File: config.mk
export PLATFORM = sky130hd
export DESIGN_NAME = main_memory_arbiter_flat
export DESIGN_NICKNAME = d
export VERILOG_FILES = /design/src/rtl/main_memory_arbiter_if.sv /design/src/rtl/main_memory_arbiter.sv /design/src/flat_wrapper.sv
export SDC_FILE = /design/constraint.sdc
export NUM_CORES = 1
export LEC_CHECK = 0
export BUFFER_PORTS_ARGS = -buffer_cell sky130_fd_sc_hd__buf_4
export CORE_MARGIN = 5
export CORE_UTILIZATION = 43
export DETAILED_ROUTE_END_ITERATION = 8
export GPL_TIMING_DRIVEN = 0
export PLACE_DENSITY = 0.77
export SLEW_MARGIN = 5
export SYNTH_ARGS = -nofsm -noshare
export SYNTH_HDL_FRONTEND = slang
export SYNTH_SLANG_ARGS = --single-unit
File: constraint.sdc
create_clock -name clk -period 4 [get_ports clk]
set_input_delay 0.6 -clock clk [delete_from_list [all_inputs] [get_ports clk]]
set_output_delay 0.6 -clock clk [all_outputs]
set_load 0.01 [all_outputs]
File: src/rtl/main_memory_arbiter_if.sv
// Bundle of the two requester ports, the memory controller side and the busy flag.
// The arbiter uses the slave modport; the environment driving it uses master.
interface main_memory_arbiter_if #(
    parameter int ADDR_WIDTH = 16,
    parameter int DATA_WIDTH = 32
);
    logic                  req0_valid;
    logic                  req0_write;
    logic [ADDR_WIDTH-1:0] req0_address;
    logic [DATA_WIDTH-1:0] req0_write_data;
    logic                  req0_ready;
    logic                  req0_done;
    logic [DATA_WIDTH-1:0] req0_read_data;
    logic                  req0_error;

    logic                  req1_valid;
    logic                  req1_write;
    logic [ADDR_WIDTH-1:0] req1_address;
    logic [DATA_WIDTH-1:0] req1_write_data;
    logic                  req1_ready;
    logic                  req1_done;
    logic [DATA_WIDTH-1:0] req1_read_data;
    logic                  req1_error;

    logic                  mem_read_request;
    logic                  mem_write_request;
    logic [ADDR_WIDTH-1:0] mem_address;
    logic [DATA_WIDTH-1:0] mem_write_data;
    logic [DATA_WIDTH-1:0] mem_read_data;
    logic                  mem_ready;

    logic                  busy;

    modport slave (
        input  req0_valid, req0_write, req0_address, req0_write_data,
        output req0_ready, req0_done, req0_read_data, req0_error,
        input  req1_valid, req1_write, req1_address, req1_write_data,
        output req1_ready, req1_done, req1_read_data, req1_error,
        output mem_read_request, mem_write_request, mem_address, mem_write_data,
        input  mem_read_data, mem_ready,
        output busy
    );

    modport master (
        output req0_valid, req0_write, req0_address, req0_write_data,
        input  req0_ready, req0_done, req0_read_data, req0_error,
        output req1_valid, req1_write, req1_address, req1_write_data,
        input  req1_ready, req1_done, req1_read_data, req1_error,
        input  mem_read_request, mem_write_request, mem_address, mem_write_data,
        output mem_read_data, mem_ready,
        input  busy
    );
endinterface

File: src/rtl/main_memory_arbiter.sv
// Round-robin arbiter sharing the single-ported main memory controller between the
// cache fill path (port 0) and the write-back path (port 1), one transaction at a time.
module main_memory_arbiter #(
    parameter int ADDR_WIDTH     = 16,
    parameter int DATA_WIDTH     = 32,
    parameter int TIMEOUT_CYCLES = 16
) (
    input  logic                 clk,
    input  logic                 reset,
    main_memory_arbiter_if.slave bus
);
    localparam int               CNT_W    = $clog2(TIMEOUT_CYCLES) + 1;
    localparam logic [CNT_W-1:0] CNT_LAST = CNT_W'(TIMEOUT_CYCLES - 1);

    typedef enum logic [2:0] {
        IDLE,
        REQUEST,
        WAIT,
        CAPTURE,
        RESPOND
    } state_t;

    state_t                state;
    logic                  rr;
    logic                  owner;
    logic                  is_write;
    logic [CNT_W-1:0]      wait_cnt;

    logic                  any_valid;
    logic                  grant;
    logic                  grant_write;
    logic [ADDR_WIDTH-1:0] grant_address;
    logic [DATA_WIDTH-1:0] grant_write_data;

    // The rr pointer only matters when both ports are asking at once.
    always_comb begin
        any_valid = bus.req0_valid | bus.req1_valid;
        if (bus.req0_valid && bus.req1_valid) begin
            grant = rr;
        end else begin
            grant = bus.req1_valid;
        end
        grant_write      = grant ? bus.req1_write      : bus.req0_write;
        grant_address    = grant ? bus.req1_address    : bus.req0_address;
        grant_write_data = grant ? bus.req1_write_data : bus.req0_write_data;
    end

    // Gated with reset so nothing is accepted while the block is held in reset.
    assign bus.req0_ready = ~reset & (state == IDLE) & any_valid & ~grant;
    assign bus.req1_ready = ~reset & (state == IDLE) & any_valid &  grant;

    always_ff @(posedge clk or posedge reset) begin
        if (reset) begin
            state                 <= IDLE;
            rr                    <= 1'b0;
            owner                 <= 1'b0;
            is_write              <= 1'b0;
            wait_cnt              <= '0;
            bus.mem_read_request  <= 1'b0;
            bus.mem_write_request <= 1'b0;
            bus.mem_address       <= '0;
            bus.mem_write_data    <= '0;
            bus.req0_done         <= 1'b0;
            bus.req1_done         <= 1'b0;
            bus.req0_error        <= 1'b0;
            bus.req1_error        <= 1'b0;
            bus.req0_read_data    <= '0;
            bus.req1_read_data    <= '0;
            bus.busy              <= 1'b0;
        end else begin
            bus.mem_read_request  <= 1'b0;
            bus.mem_write_request <= 1'b0;
            bus.req0_done         <= 1'b0;
            bus.req1_done         <= 1'b0;
            bus.req0_error        <= 1'b0;
            bus.req1_error        <= 1'b0;

            case (state)
                IDLE: begin
                    if (any_valid) begin
                        owner                 <= grant;
                        is_write              <= grant_write;
                        bus.mem_address       <= grant_address;
                        bus.mem_write_data    <= grant_write_data;
                        bus.mem_read_request  <= ~grant_write;
                        bus.mem_write_request <= grant_write;
                        bus.busy              <= 1'b1;
                        state                 <= REQUEST;
                    end
                end

                REQUEST: begin
                    wait_cnt <= '0;
                    state    <= WAIT;
                end

                WAIT: begin
                    if (bus.mem_ready) begin
                        wait_cnt <= '0;
                        if (is_write) begin
                            bus.req0_done <= ~owner;
                            bus.req1_done <= owner;
                            state         <= RESPOND;
                        end else begin
                            state <= CAPTURE;
                        end
                    end else if (wait_cnt == CNT_LAST) begin
                        wait_cnt       <= '0;
                        bus.req0_done  <= ~owner;
                        bus.req1_done  <= owner;
                        bus.req0_error <= ~owner;
                        bus.req1_error <= owner;
                        state          <= RESPOND;
                    end else begin
                        wait_cnt <= wait_cnt + 1'b1;
                    end
                end

                // Memory data lands on the edge after mem_ready, i.e. at the end of this cycle.
                CAPTURE: begin
                    if (owner) begin
                        bus.req1_read_data <= bus.mem_read_data;
                    end else begin
                        bus.req0_read_data <= bus.mem_read_data;
                    end
                    bus.req0_done <= ~owner;
                    bus.req1_done <= owner;
                    state         <= RESPOND;
                end

                RESPOND: begin
                    rr       <= ~owner;
                    bus.busy <= 1'b0;
                    state    <= IDLE;
                end

                default: begin
                    bus.busy <= 1'b0;
                    state    <= IDLE;
                end
            endcase
        end
    end
endmodule

File: src/flat_wrapper.sv
// flat-port wrapper written by rule: the top's interface ports become plain ports
module main_memory_arbiter_flat 
#(
    parameter int ADDR_WIDTH     = 16,
    parameter int DATA_WIDTH     = 32,
    parameter int TIMEOUT_CYCLES = 16
)
  (clk, reset, bus_req0_valid, bus_req0_write, bus_req0_address, bus_req0_write_data, bus_req0_ready, bus_req0_done, bus_req0_read_data, bus_req0_error, bus_req1_valid, bus_req1_write, bus_req1_address, bus_req1_write_data, bus_req1_ready, bus_req1_done, bus_req1_read_data, bus_req1_error, bus_mem_read_request, bus_mem_write_request, bus_mem_address, bus_mem_write_data, bus_mem_read_data, bus_mem_ready, bus_busy);
  main_memory_arbiter_if #(.ADDR_WIDTH(ADDR_WIDTH), .DATA_WIDTH(DATA_WIDTH)) bus_i ();
  input  logic clk;
  input  logic reset;
  input wire logic [$bits(bus_i.req0_valid)-1:0] bus_req0_valid;
  input wire logic [$bits(bus_i.req0_write)-1:0] bus_req0_write;
  input wire logic [$bits(bus_i.req0_address)-1:0] bus_req0_address;
  input wire logic [$bits(bus_i.req0_write_data)-1:0] bus_req0_write_data;
  output wire logic [$bits(bus_i.req0_ready)-1:0] bus_req0_ready;
  output wire logic [$bits(bus_i.req0_done)-1:0] bus_req0_done;
  output wire logic [$bits(bus_i.req0_read_data)-1:0] bus_req0_read_data;
  output wire logic [$bits(bus_i.req0_error)-1:0] bus_req0_error;
  input wire logic [$bits(bus_i.req1_valid)-1:0] bus_req1_valid;
  input wire logic [$bits(bus_i.req1_write)-1:0] bus_req1_write;
  input wire logic [$bits(bus_i.req1_address)-1:0] bus_req1_address;
  input wire logic [$bits(bus_i.req1_write_data)-1:0] bus_req1_write_data;
  output wire logic [$bits(bus_i.req1_ready)-1:0] bus_req1_ready;
  output wire logic [$bits(bus_i.req1_done)-1:0] bus_req1_done;
  output wire logic [$bits(bus_i.req1_read_data)-1:0] bus_req1_read_data;
  output wire logic [$bits(bus_i.req1_error)-1:0] bus_req1_error;
  output wire logic [$bits(bus_i.mem_read_request)-1:0] bus_mem_read_request;
  output wire logic [$bits(bus_i.mem_write_request)-1:0] bus_mem_write_request;
  output wire logic [$bits(bus_i.mem_address)-1:0] bus_mem_address;
  output wire logic [$bits(bus_i.mem_write_data)-1:0] bus_mem_write_data;
  input wire logic [$bits(bus_i.mem_read_data)-1:0] bus_mem_read_data;
  input wire logic [$bits(bus_i.mem_ready)-1:0] bus_mem_ready;
  output wire logic [$bits(bus_i.busy)-1:0] bus_busy;
  assign bus_i.req0_valid = bus_req0_valid;
  assign bus_i.req0_write = bus_req0_write;
  assign bus_i.req0_address = bus_req0_address;
  assign bus_i.req0_write_data = bus_req0_write_data;
  assign bus_req0_ready = bus_i.req0_ready;
  assign bus_req0_done = bus_i.req0_done;
  assign bus_req0_read_data = bus_i.req0_read_data;
  assign bus_req0_error = bus_i.req0_error;
  assign bus_i.req1_valid = bus_req1_valid;
  assign bus_i.req1_write = bus_req1_write;
  assign bus_i.req1_address = bus_req1_address;
  assign bus_i.req1_write_data = bus_req1_write_data;
  assign bus_req1_ready = bus_i.req1_ready;
  assign bus_req1_done = bus_i.req1_done;
  assign bus_req1_read_data = bus_i.req1_read_data;
  assign bus_req1_error = bus_i.req1_error;
  assign bus_mem_read_request = bus_i.mem_read_request;
  assign bus_mem_write_request = bus_i.mem_write_request;
  assign bus_mem_address = bus_i.mem_address;
  assign bus_mem_write_data = bus_i.mem_write_data;
  assign bus_i.mem_read_data = bus_mem_read_data;
  assign bus_i.mem_ready = bus_mem_ready;
  assign bus_busy = bus_i.busy;
  main_memory_arbiter #(.ADDR_WIDTH(ADDR_WIDTH), .DATA_WIDTH(DATA_WIDTH), .TIMEOUT_CYCLES(TIMEOUT_CYCLES)) u_core (.clk(clk), .reset(reset), .bus(bus_i));
endmodule
; ---- Yosys cells after proc, flatten, opt, wreduce, memory -nomap -nowiden
; Cells that the tools add are included.
[totals]
ff_bits = 130
input_bits = 135
output_inout_bits = 121
elab_cells = 73
[classes]
add_sub_neg = 1
eq_ne = 7
mux = 30
bitwise = 10
n_reduce_logical = 9
[op_table]
columns = operator, count
row1 = $mux 32, 1
row2 = $mux 1, 17
row3 = $mux 16, 1
row4 = $mux 3, 4
row5 = $pmux 3 s4, 1
row6 = $mux 5, 2
row7 = $pmux 5 s2, 1
row8 = $reduce_and 2->1, 5
row9 = $eq 3x2->1 const B, 2
row10 = $pmux 1 s2, 3
row11 = $add 5x1->5 const B, 1
row12 = $eq 5x4->1 const B, 1
row13 = $not 1->1, 5
row14 = $and 1x1->1, 4
row15 = $eq 3x1->1 const B, 1
row16 = $eq 3x3->1 const B, 1
row17 = $logic_not 3->1, 1
row18 = $ne 3x2->1 const B, 1
row19 = $reduce_or 3->1, 1
row20 = $ne 2x1->1 const B, 1
row21 = $reduce_bool 2->1, 1
row22 = $logic_and 1x1->1, 1
row23 = $or 1x1->1, 1

; ---- Logic depth before layout (Yosys ltp)
; Gate-level depths: netlist of run 1.
[depth]
word_depth = 6
mapped_depth = 7
mapped_depth_nobuf = 4

; ---- Worst setup path after synthesis of run 1
; No wires, ideal clock.
[synth_path]
kind = in2out
start = input port reset
end = output port bus_req1_ready
arrival_time_ns = 3.824
setup_slack_ns = -0.424
cell_stages = 2
cell_sequence = inv_1 > and3_1
[synth_between]
elab_chain_cells = 4
[synth_rtl]
columns = element, line
row1 = "start, declared", flat_wrapper.sv:11  ; input logic reset;
row2 = $not 1->1, main_memory_arbiter.sv:50  ; assign bus.req1_ready = ~reset & (state == IDLE) & any_valid & grant;
row3 = $and 1x1->1 (3 in series), main_memory_arbiter.sv:50
row4 = "end, declared", flat_wrapper.sv:24  ; output wire logic [$bits(bus_i.req1_ready)-1:0] bus_req1_ready;
; No other way between the ends.

; ---- Worst setup path in the final report of run 1
[layout_path]
start = register u_core.state[2]
end = output port bus_req1_ready
[layout_between]
elab_chain_cells = 4
[layout_rtl]
columns = element, line
row1 = "start, declared", main_memory_arbiter.sv:23  ; state_t state;
row2 = "start signal, assigned", main_memory_arbiter.sv:54  ; state <= IDLE;
row3 = "start signal, assigned", main_memory_arbiter.sv:88  ; state <= REQUEST;
row4 = "start signal, assigned", main_memory_arbiter.sv:94  ; state <= WAIT;
row5 = $logic_not 3->1, main_memory_arbiter.sv:50
row6 = $and 1x1->1 (3 in series), main_memory_arbiter.sv:50
; No other way between the ends.

==> run summary, run 1 <==
OUTCOME
-----------------------------------------------------------------------------------------
Outcome                                                                         completed

PWR
-----------------------------------------------------------------------------------------
Worst voltage drop across the vdd grid                                             284 uV
Power density over the cells                                                   811 nW/um2
Leakage dissipation                                                               3.87 nW
Total power consumption of the routed design                                    0.00699 W

STA
-----------------------------------------------------------------------------------------
RSZ-0062 raised after global routing                                                   no
Least-Margin Pin Slew                                                            0.531 ns
Highest clock frequency the design can meet                                       374 MHz
Final setup violation count                                                             0
Headroom to the max-slew limit                                                      64.5%
Period utilisation layout                                                           66.9%
Number of pins with negative max-slew slack in the final report                         0
Fin crit period                                                                   2.68 ns
Final Hold Slack                                                                 0.256 ns
Clock Skew                                                                     0.00960 ns
Count of endpoints failing hold in the final timing report                              0

WORST SETUP PATH
-----------------------------------------------------------------------------------------
Buffer and inverter count on the worst path                                             2
Critical Path Source Type                                                        register
Worst Path Class, Setup                                                        reg -> out
Data arrival time at the worst-slack endpoint                                     2.08 ns
Cell type of the slowest stage on the worst timing path                      sky130_fd_sc_hd__dfrtp_1
Ordered cell list for the critical path                                      nor3_4, clkbuf_1, and3_1, buf_4
Cell class contributing the biggest share of worst-path delay                simple AND/OR/NAND/NOR gates
Endpoint class of the critical path                                          primary output
Critical Path Max Stage Delay                                                     0.46 ns
Required time worst endpoint                                                      3.40 ns
Worst-path maximum fanout                                                              10

CLOCKING
-----------------------------------------------------------------------------------------
Number of clock buffers inserted by TritonCTS                                          17
H-tree levels                                                                           4
Hold-fix buffer count after cts                                                         0
Post-CTS repair timing setup buffer count                                               0
Max clock buf depth                                                                     2
Clock latency of the later-clocked register in the worst-skew pair                0.40 ns
Clock transition at path regs                                                     0.06 ns
Number of sinks handled by clock tree synthesis                                       130
Clock tree from TritonCTS                                                           built
Number of gates resized after CTS                                                       0
Clock Root Buffer                                                            sky130_fd_sc_hd__clkbuf_16

DIE
-----------------------------------------------------------------------------------------
Top Ports                                                                             256
Overall die height                                                                 126 um
Core ar.                                                                        13200 um2
Num rows                                                                               42
Initial Utilization                                                                 43.8%
Die area                                                                        15900 um2
Horizontal extent of the die                                                       126 um

PLACEMENT
-----------------------------------------------------------------------------------------
Final GP Congestion                                                                 0.898
Final HPWL DP                                                                     14.1 mm
Count of buffers inserted at the top-level ports                                      254

SYNTHESIS
-----------------------------------------------------------------------------------------
Cells after Synth                                                                     495
Synthesis Warnings                                                                      0
Part of the Yosys area used for sequential elements                                 56.1%
Leading post-synthesis cells by cell area                                    sky130_fd_sc_hd__dfrtp_1 (56%), sky130_fd_sc_hd__mux2_2 (12%), sky130_fd_sc_hd__nand3b_1 (6.3%)
Count of flip-flops with a built-in enable after synthesis                              0
Synth Net Count                                                                       631
Largest area contributor in the netlist                                      sky130_fd_sc_hd__dfrtp_1
Mean post-synth cell area                                                        11.7 um2
Post-Synthesis Cell Area                                                         5800 um2
Proportion of register bits with asynchronous set or reset after synthesis           100%
Number of storage elements in the synthesis netlist                                   130
Count of distinct cell types in the synthesized netlist                                43
Top cell type's share of synthesized area                                           56.1%
Main synth FF type                                                           sky130_fd_sc_hd__dfrtp_1

LAYOUT
-----------------------------------------------------------------------------------------
Layout Area Growth over Synthesis                                                   48.6%
Most common cell after layout, fill and taps aside                           sky130_fd_sc_hd__buf_4
Net total in the final layout                                                         907
Diodes inserted                                                                         0
Most frequent cells in the layout                                            sky130_fd_sc_hd__buf_4 (255), sky130_fd_sc_hd__dfrtp_1 (130), sky130_fd_sc_hd__mux2_2 (60)
Proportion of layout cells with a drive suffix above 1                              47.8%

WORST HOLD PATH
-----------------------------------------------------------------------------------------
Path class of the lowest-slack min-delay path                                 in -> async

GLOBAL ROUTING
-----------------------------------------------------------------------------------------
Via count of the first global-routing pass                                           5500
Largest net degree at the start of global routing                                      42
Grt total ovfl                                                                          0
First-pass GRT wire length                                                        29.1 mm
Global Route Usage Sum                                                              22.8%
Antenna violations before repair                                                        0

DRT
-----------------------------------------------------------------------------------------
Via total after detailed routing                                                     5127
Number of vias per cell                                                              5.34
Initial drt markers                                                                   340
Post-detailed-route DRC marker count                                                    0
Antenna viol nets, final                                                                0
DRT Wirelength                                                                    18.4 mm
Routed wire length per instance                                                   19.1 um
Number of optimization iterations in the first detailed-route pass                      4

JOB
-----------------------------------------------------------------------------------------
Maxcap violations                                                                       0

-- power by group --
| group | switching (W) | internal, W | leakage [nW] | total (W) |
|---|---|---|---|---|
| clock network | 0.000609 | 0.00105 | 0.300 | 0.00166 |
| logic | 0.00142 | 0.00156 | 2.04 | 0.00299 |
| registers | 0.000393 | 0.00196 | 1.53 | 0.00235 |
-- cell type report --
class,instances,area (um2)
well taps,176,220
flip-flops and latches,130,3250
fillers,1073,4620
plain buffers,49,273
clock buffers,17,425
inverters,3,15.0
multi-input cells,313,2270
clock inverters,15,205
repair buffers,257,1970
-- per-layer routing --
metal | track usage [%] | share of wire (%)
met2 | 38.6 | 49
met5 | 0 | 0
met4 | 5.11 | 1.0
met1 | 27.6 | 39
met3 | 9.06 | 10
-- synth_stat cells, types with 2 or more instances --
cell,n
sky130_fd_sc_hd__clkbuf_1,28
sky130_fd_sc_hd__nand2_1,4
sky130_fd_sc_hd__nor2b_1,2
sky130_fd_sc_hd__nand4b_1,2
sky130_fd_sc_hd__o21ai_0,52
sky130_fd_sc_hd__nand2b_1,2
sky130_fd_sc_hd__dfrtp_1,130
sky130_fd_sc_hd__a31oi_1,49
sky130_fd_sc_hd__buf_2,7
sky130_fd_sc_hd__mux2_1,4
sky130_fd_sc_hd__nor3b_1,2
sky130_fd_sc_hd__a211oi_1,2
sky130_fd_sc_hd__and3_1,2
sky130_fd_sc_hd__mux2_2,60
sky130_fd_sc_hd__inv_1,2
sky130_fd_sc_hd__buf_6,10
sky130_fd_sc_hd__nand3b_1,49
sky130_fd_sc_hd__buf_1,2
sky130_fd_sc_hd__nor3_1,2
sky130_fd_sc_hd__a21oi_1,54
sky130_fd_sc_hd__nor2_1,5
sky130_fd_sc_hd__nand3_1,4
-- logic make-up (layout without fill, tap and decap cells) --
logic type      count (synthesis)  after routing  share of synthesized area (%)
compound gates                163            163                           15.5
flops                         130            130                           56.1
simple gates                   83             83                           10.5
mux                            65             65                           12.6
buf+inv                        52            341                           4.89
fa+ha+maj                       1              1                          0.216
xor+xnor                        1              1                          0.151
-- flip-flops by register name (all words and copies together) (netlist names), 3 cells and up --
| name | count |
|---|---|
| u_core.bus.req0_read_data | 32 |
| u_core.bus.req1_read_data | 32 |
| u_core.wait_cnt | 5 |
| u_core.state | 3 |
| u_core.bus.mem_write_data | 32 |
| u_core.bus.mem_address | 16 |
-- path summary, 6_finish.rpt --
kind	slack (ns)	cells after the start	end	start
max in group asynchronous	2.92	4	u_core.bus.req0_read_data[21]$_DFFE_PP0N_	reset
setup / recovery	1.32	4	bus_req1_ready	u_core.state[2]$_DFFE_PP0P_
min in group clk	0.43	2	u_core.bus.req0_read_data[11]$_DFFE_PP0N_	bus_mem_read_data[11]
setup reg to reg	2.14	6	u_core.bus.mem_address[2]$_DFFE_PP0P_	u_core.rr$_DFFE_PP0N_
hold / removal	0.26	2	u_core.bus.mem_write_data[20]$_DFFE_PP0P_	reset
hold reg to reg	0.47	1	u_core.bus.req1_error$_DFF_PP0_	u_core.wait_cnt[4]$_DFFE_PP0P_
-- per-stage QoR --
step	setup TNS [ns]	util [%]	instance area [um2]	instances	setup slack (ns)
final	0	65.1	8620	960	1.32
after detailed placement	0	60.4	7990	928	1.54
after floorplan	0	-	5810	495	0.450
after CTS	0	65.1	8620	960	1.27
after global routing	0	65.1	8620	960	1.18
after global placement	-0.440	59.9	7930	925	-0.440
-- worst register-to-register path, cell delays in order (launching register included) --
cell                       delay (ns)
sky130_fd_sc_hd__dfrtp_1         0.40
sky130_fd_sc_hd__nor2b_1         0.11
sky130_fd_sc_hd__clkbuf_2        0.23
sky130_fd_sc_hd__clkbuf_1        0.36
sky130_fd_sc_hd__clkbuf_1        0.37
sky130_fd_sc_hd__nand3b_1        0.17
sky130_fd_sc_hd__a31oi_1         0.11
(Power assumes the default switching activity.)
==> inputs of run 2 (changes only) <==
--- a/config.mk
+++ b/config.mk
@@ -5,12 +5,13 @@
 export SDC_FILE = /design/constraint.sdc
 export NUM_CORES = 1
 export LEC_CHECK = 0
+export ABC_AREA = 1
 export BUFFER_PORTS_ARGS = -buffer_cell sky130_fd_sc_hd__buf_4
 export CORE_MARGIN = 5
-export CORE_UTILIZATION = 43
+export CORE_UTILIZATION = 48
 export DETAILED_ROUTE_END_ITERATION = 8
 export GPL_TIMING_DRIVEN = 0
-export PLACE_DENSITY = 0.77
+export PLACE_DENSITY = 0.81
 export SLEW_MARGIN = 5
 export SYNTH_ARGS = -nofsm -noshare
 export SYNTH_HDL_FRONTEND = slang
==> constraint.sdc (replaced) <==
create_clock -name clk -period 2.6 [get_ports clk]
set_input_delay 0.39 -clock clk [delete_from_list [all_inputs] [get_ports clk]]
set_output_delay 0.39 -clock clk [all_outputs]
set_load 0.01 [all_outputs]
==> run summary, run 2 <==
LAYOUT
-----------------------------------------------------------------------------------------
Largest registers in the final layout                                        u_core.bus.mem_write_data: 32 flops, u_core.bus.req0_read_data: 32 flops, u_core.bus.req1_read_data: 32 flops
Diodes inserted                                                                         0   unchanged
Layout Area Growth over Synthesis                                                   47.5%
Most frequent cells in the layout                                            sky130_fd_sc_hd__buf_4 (260), sky130_fd_sc_hd__nand2_1 (241), sky130_fd_sc_hd__dfrtp_1 (130)
Most common cell after layout, fill and taps aside                           sky130_fd_sc_hd__buf_4
Proportion of layout cells with a drive suffix above 1                              33.4%   -14 points
Final core area utilization                                                         71.8%   +6.7 points
Net total in the final layout                                                        1117   +23%

STA
-----------------------------------------------------------------------------------------
Headroom to the max-slew limit                                                      58.3%   -6.2 points
Period utilisation layout                                                           84.3%
Least-Margin Pin Slew                                                            0.624 ns   +0.0931 ns
Count of endpoints failing hold in the final timing report                              0   unchanged
RSZ-0062 raised after global routing                                                   no
Highest clock frequency the design can meet                                       456 MHz
Fin crit period                                                                   2.19 ns
Final Hold Slack                                                                0.0654 ns   -0.190 ns
Post-layout worst setup margin                                                   0.409 ns   -0.914 ns
Clock Skew                                                                      0.0131 ns   +0.00348 ns
Number of pins with negative max-slew slack in the final report                         0   unchanged
Final setup violation count                                                             0   unchanged

GLOBAL ROUTING
-----------------------------------------------------------------------------------------
Met3 Track Usage GR                                                                 8.67%   -0.39 points
Most Used Layer, Global Route                                                        met2
Global Route Usage Sum                                                              24.4%   +1.6 points
Grt total ovfl                                                                          0   unchanged
Largest net degree at the start of global routing                                      40   -4.8%
Via count of the first global-routing pass                                           5552   +0.95%
First-pass GRT wire length                                                        27.8 mm   -4.6%
Antenna violations before repair                                                        0   unchanged
Grt met2 use                                                                        40.9%   +2.4 points
Met1 Resource Use GR                                                                28.5%   +0.90 points

CLOCKING
-----------------------------------------------------------------------------------------
Clock latency of the later-clocked register in the worst-skew pair                0.41 ns   about the same
Number of sinks handled by clock tree synthesis                                       130   unchanged
Hold-fix buffer count after cts                                                         0   unchanged
Number of gates resized after CTS                                                       0   unchanged
Max clock buf depth                                                                     2   unchanged
H-tree levels                                                                           4   unchanged
Clock Root Buffer                                                            sky130_fd_sc_hd__clkbuf_16
Post-CTS repair timing setup buffer count                                               0   unchanged
Clock tree from TritonCTS                                                           built
Number of clock buffers inserted by TritonCTS                                          17   unchanged
Clock transition at path regs                                                     0.06 ns   about the same

DRT
-----------------------------------------------------------------------------------------
Number of optimization iterations in the first detailed-route pass                      5   +1
Routed wire length per instance                                                   15.5 um   -19%
Via total after detailed routing                                                     5557   +8.4%
Number of vias per cell                                                              4.87   -8.8%
DRT Wirelength                                                                    17.7 mm   -3.8%
Antenna viol nets, final                                                                0   unchanged
Post-detailed-route DRC marker count                                                    0   unchanged
Initial drt markers                                                                   427   +26%

JOB
-----------------------------------------------------------------------------------------
Maxcap violations                                                                       0   unchanged

PLACEMENT
-----------------------------------------------------------------------------------------
Count of buffers inserted at the top-level ports                                      255   +0.39%
Final HPWL DP                                                                     13.7 mm   -2.9%
Setup slack after placement                                                      0.861 ns   -0.676 ns
Final GP Congestion                                                                 0.856   -4.6%

WORST SETUP PATH
-----------------------------------------------------------------------------------------
Worst-path maximum fanout                                                              10   unchanged
Ordered cell list for the critical path                                      nor2_2, nand2_2, nor2_8, inv_4, buf_6, nor3_2, buf_4
Data arrival time at the worst-slack endpoint                                     1.80 ns   -0.28 ns
Endpoint class of the critical path                                          primary output
Critical Path Max Stage Delay                                                     0.42 ns   -0.04 ns
Worst Path Class, Setup                                                        reg -> out
Required time worst endpoint                                                      2.21 ns   -1.19 ns
Cell type of the slowest stage on the worst timing path                      sky130_fd_sc_hd__dfrtp_1
Critical Path Source Type                                                        register

SYNTHESIS
-----------------------------------------------------------------------------------------
Proportion of register bits with asynchronous set or reset after synthesis           100%   unchanged
Ranking of synthesized cells by instance count                               sky130_fd_sc_hd__nand2_1 (241), sky130_fd_sc_hd__dfrtp_1 (130), sky130_fd_sc_hd__inv_1 (94)
Synthesis Warnings                                                                      0   unchanged
Largest area contributor in the netlist                                      sky130_fd_sc_hd__dfrtp_1
Count of distinct cell types in the synthesized netlist                                23   -47%
Mean post-synth cell area                                                        8.24 um2   -30%
Part of the Yosys area used for sequential elements                                 56.1%   about the same
Leading cell type by number of instances after synthesis                     sky130_fd_sc_hd__nand2_1
Main synth FF type                                                           sky130_fd_sc_hd__dfrtp_1
Post-Synthesis Cell Area                                                         5800 um2   about the same
Top cell type's share of synthesized area                                           56.1%   about the same
Cells after Synth                                                                     704   +42%
Number of storage elements in the synthesis netlist                                   130   unchanged
Leading post-synthesis cells by cell area                                    sky130_fd_sc_hd__dfrtp_1 (56%), sky130_fd_sc_hd__nand2_1 (16%), sky130_fd_sc_hd__inv_1 (6.1%)
Synth Net Count                                                                       840   +33%
Count of flip-flops with a built-in enable after synthesis                              0   unchanged

PWR
-----------------------------------------------------------------------------------------
Worst voltage drop across the vdd grid                                             515 uV   +81%
Switching power share of the total                                                  36.4%   +1.7 points
Switching power                                                                 0.00375 W   +54%
Cell-internal power                                                             0.00654 W   +43%
Share of total power in the clock network                                           22.9%   -0.8 points
Power density over the cells                                                  1200 nW/um2   +48%
Part of the total power dissipated in sequential elements                           34.8%   +1.2 points
Total power consumption of the routed design                                     0.0103 W   +47%
Combinational group share of total power                                            42.3%   -0.4 points
Leakage dissipation                                                               4.78 nW   +23%

DIE
-----------------------------------------------------------------------------------------
Horizontal extent of the die                                                       120 um   -4.9%
Overall die height                                                                 120 um   -4.9%
Top Ports                                                                             256   unchanged
Num rows                                                                               40   -4.8%
Initial Utilization                                                                 48.7%   +4.9 points
Core ar.                                                                        11900 um2   -10%
Die area                                                                        14400 um2   -9.6%

OUTCOME
-----------------------------------------------------------------------------------------
Outcome                                                                         completed

WORST HOLD PATH
-----------------------------------------------------------------------------------------
Path class of the lowest-slack min-delay path                                 in -> async

run 2: cell count changes after synthesis, sizes merged, moves of 5 or more:
cell,previous run,this run
a31oi,50,1
clkbuf,29,3
nand3,4,9
o21ai,53,119
buf,20,31
nor2,5,63
nand3b,49,0
a21oi,54,1
inv,3,99
mux2,64,0
nand2,4,242
run 2: kinds of logic after synthesis:
group	Yosys count	synth area share (%)
DFF	130	56.1
and+or+nand+nor	318	21.4
xor gates and xnor gates	1	0.151
AOI/OAI and AO/OA	121	10.7
buffers and inverters	133	11.5
adders and majority gates	1	0.216
run 2: per-stage QoR:
stage                     std cells  TNS [ns]  area (um2)
after floorplan                 704         0        5800
after global placement         1106    -31.46        7900
after detailed placement       1109         0        7960
after CTS                      1141         0        8550
after global routing           1141         0        8550
final                          1141         0        8550
run 2: worst max-delay path, delay by kind of cell, from the launching register on:
family	cells	cell delay [ns]
flops	1	0.42
buf+inv	3	0.38
simple gates	4	0.58
run 2: layer usage:
metal | part of all wire [%] | routed length [um]
met5 | 0 | 0
met4 | 3.1 | 544
met3 | 8.3 | 1470
met2 | 49 | 8670
met1 | 39 | 6970
run 2: layout make-up:
cell class	count	area, um2
well taps	147	184
fillers	943	3360
repair buffers	258	1970
flip-flops and latches	130	3250
plain buffers	34	292
clock buffers	20	457
multi-input cells	441	1880
clock inverters	12	134
inverters	99	378
run 2: final timing paths:
path                                                                   to  slack (ns)  depth (start not counted)                                 startpoint
worst max-delay path                                       bus_req0_ready        0.41                          7                u_core.state[2]$_DFFE_PP0P_
worst min-delay path                u_core.bus.mem_address[6]$_DFFE_PP0P_        0.07                          2                                      reset
worst max register to register   u_core.bus.mem_write_data[3]$_DFFE_PP0P_        1.15                          5                      u_core.rr$_DFFE_PP0N_
worst min register to register  u_core.bus.req1_read_data[16]$_DFFE_PP0N_        0.48                          2  u_core.bus.req1_read_data[16]$_DFFE_PP0N_
max in group asynchronous       u_core.bus.req0_read_data[11]$_DFFE_PP0N_        1.45                          5                                      reset
min in group clk                u_core.bus.mem_write_data[21]$_DFFE_PP0P_        0.23                          3                    bus_req1_write_data[21]
run 2: power groups by stage:
| stage | Combinational, W | Sequential [W] | Clock (W) |
|---|---|---|---|
| floorplan | 0.00177 | 0.00395 | 0 |
| global placement | 0.00432 | 0.00355 | 0 |
| detailed placement | 0.00442 | 0.00357 | 0 |
| CTS | 0.00442 | 0.00357 | 0.00237 |
| global route | 0.00481 | 0.00370 | 0.00247 |
| finish | 0.00436 | 0.00358 | 0.00235 |
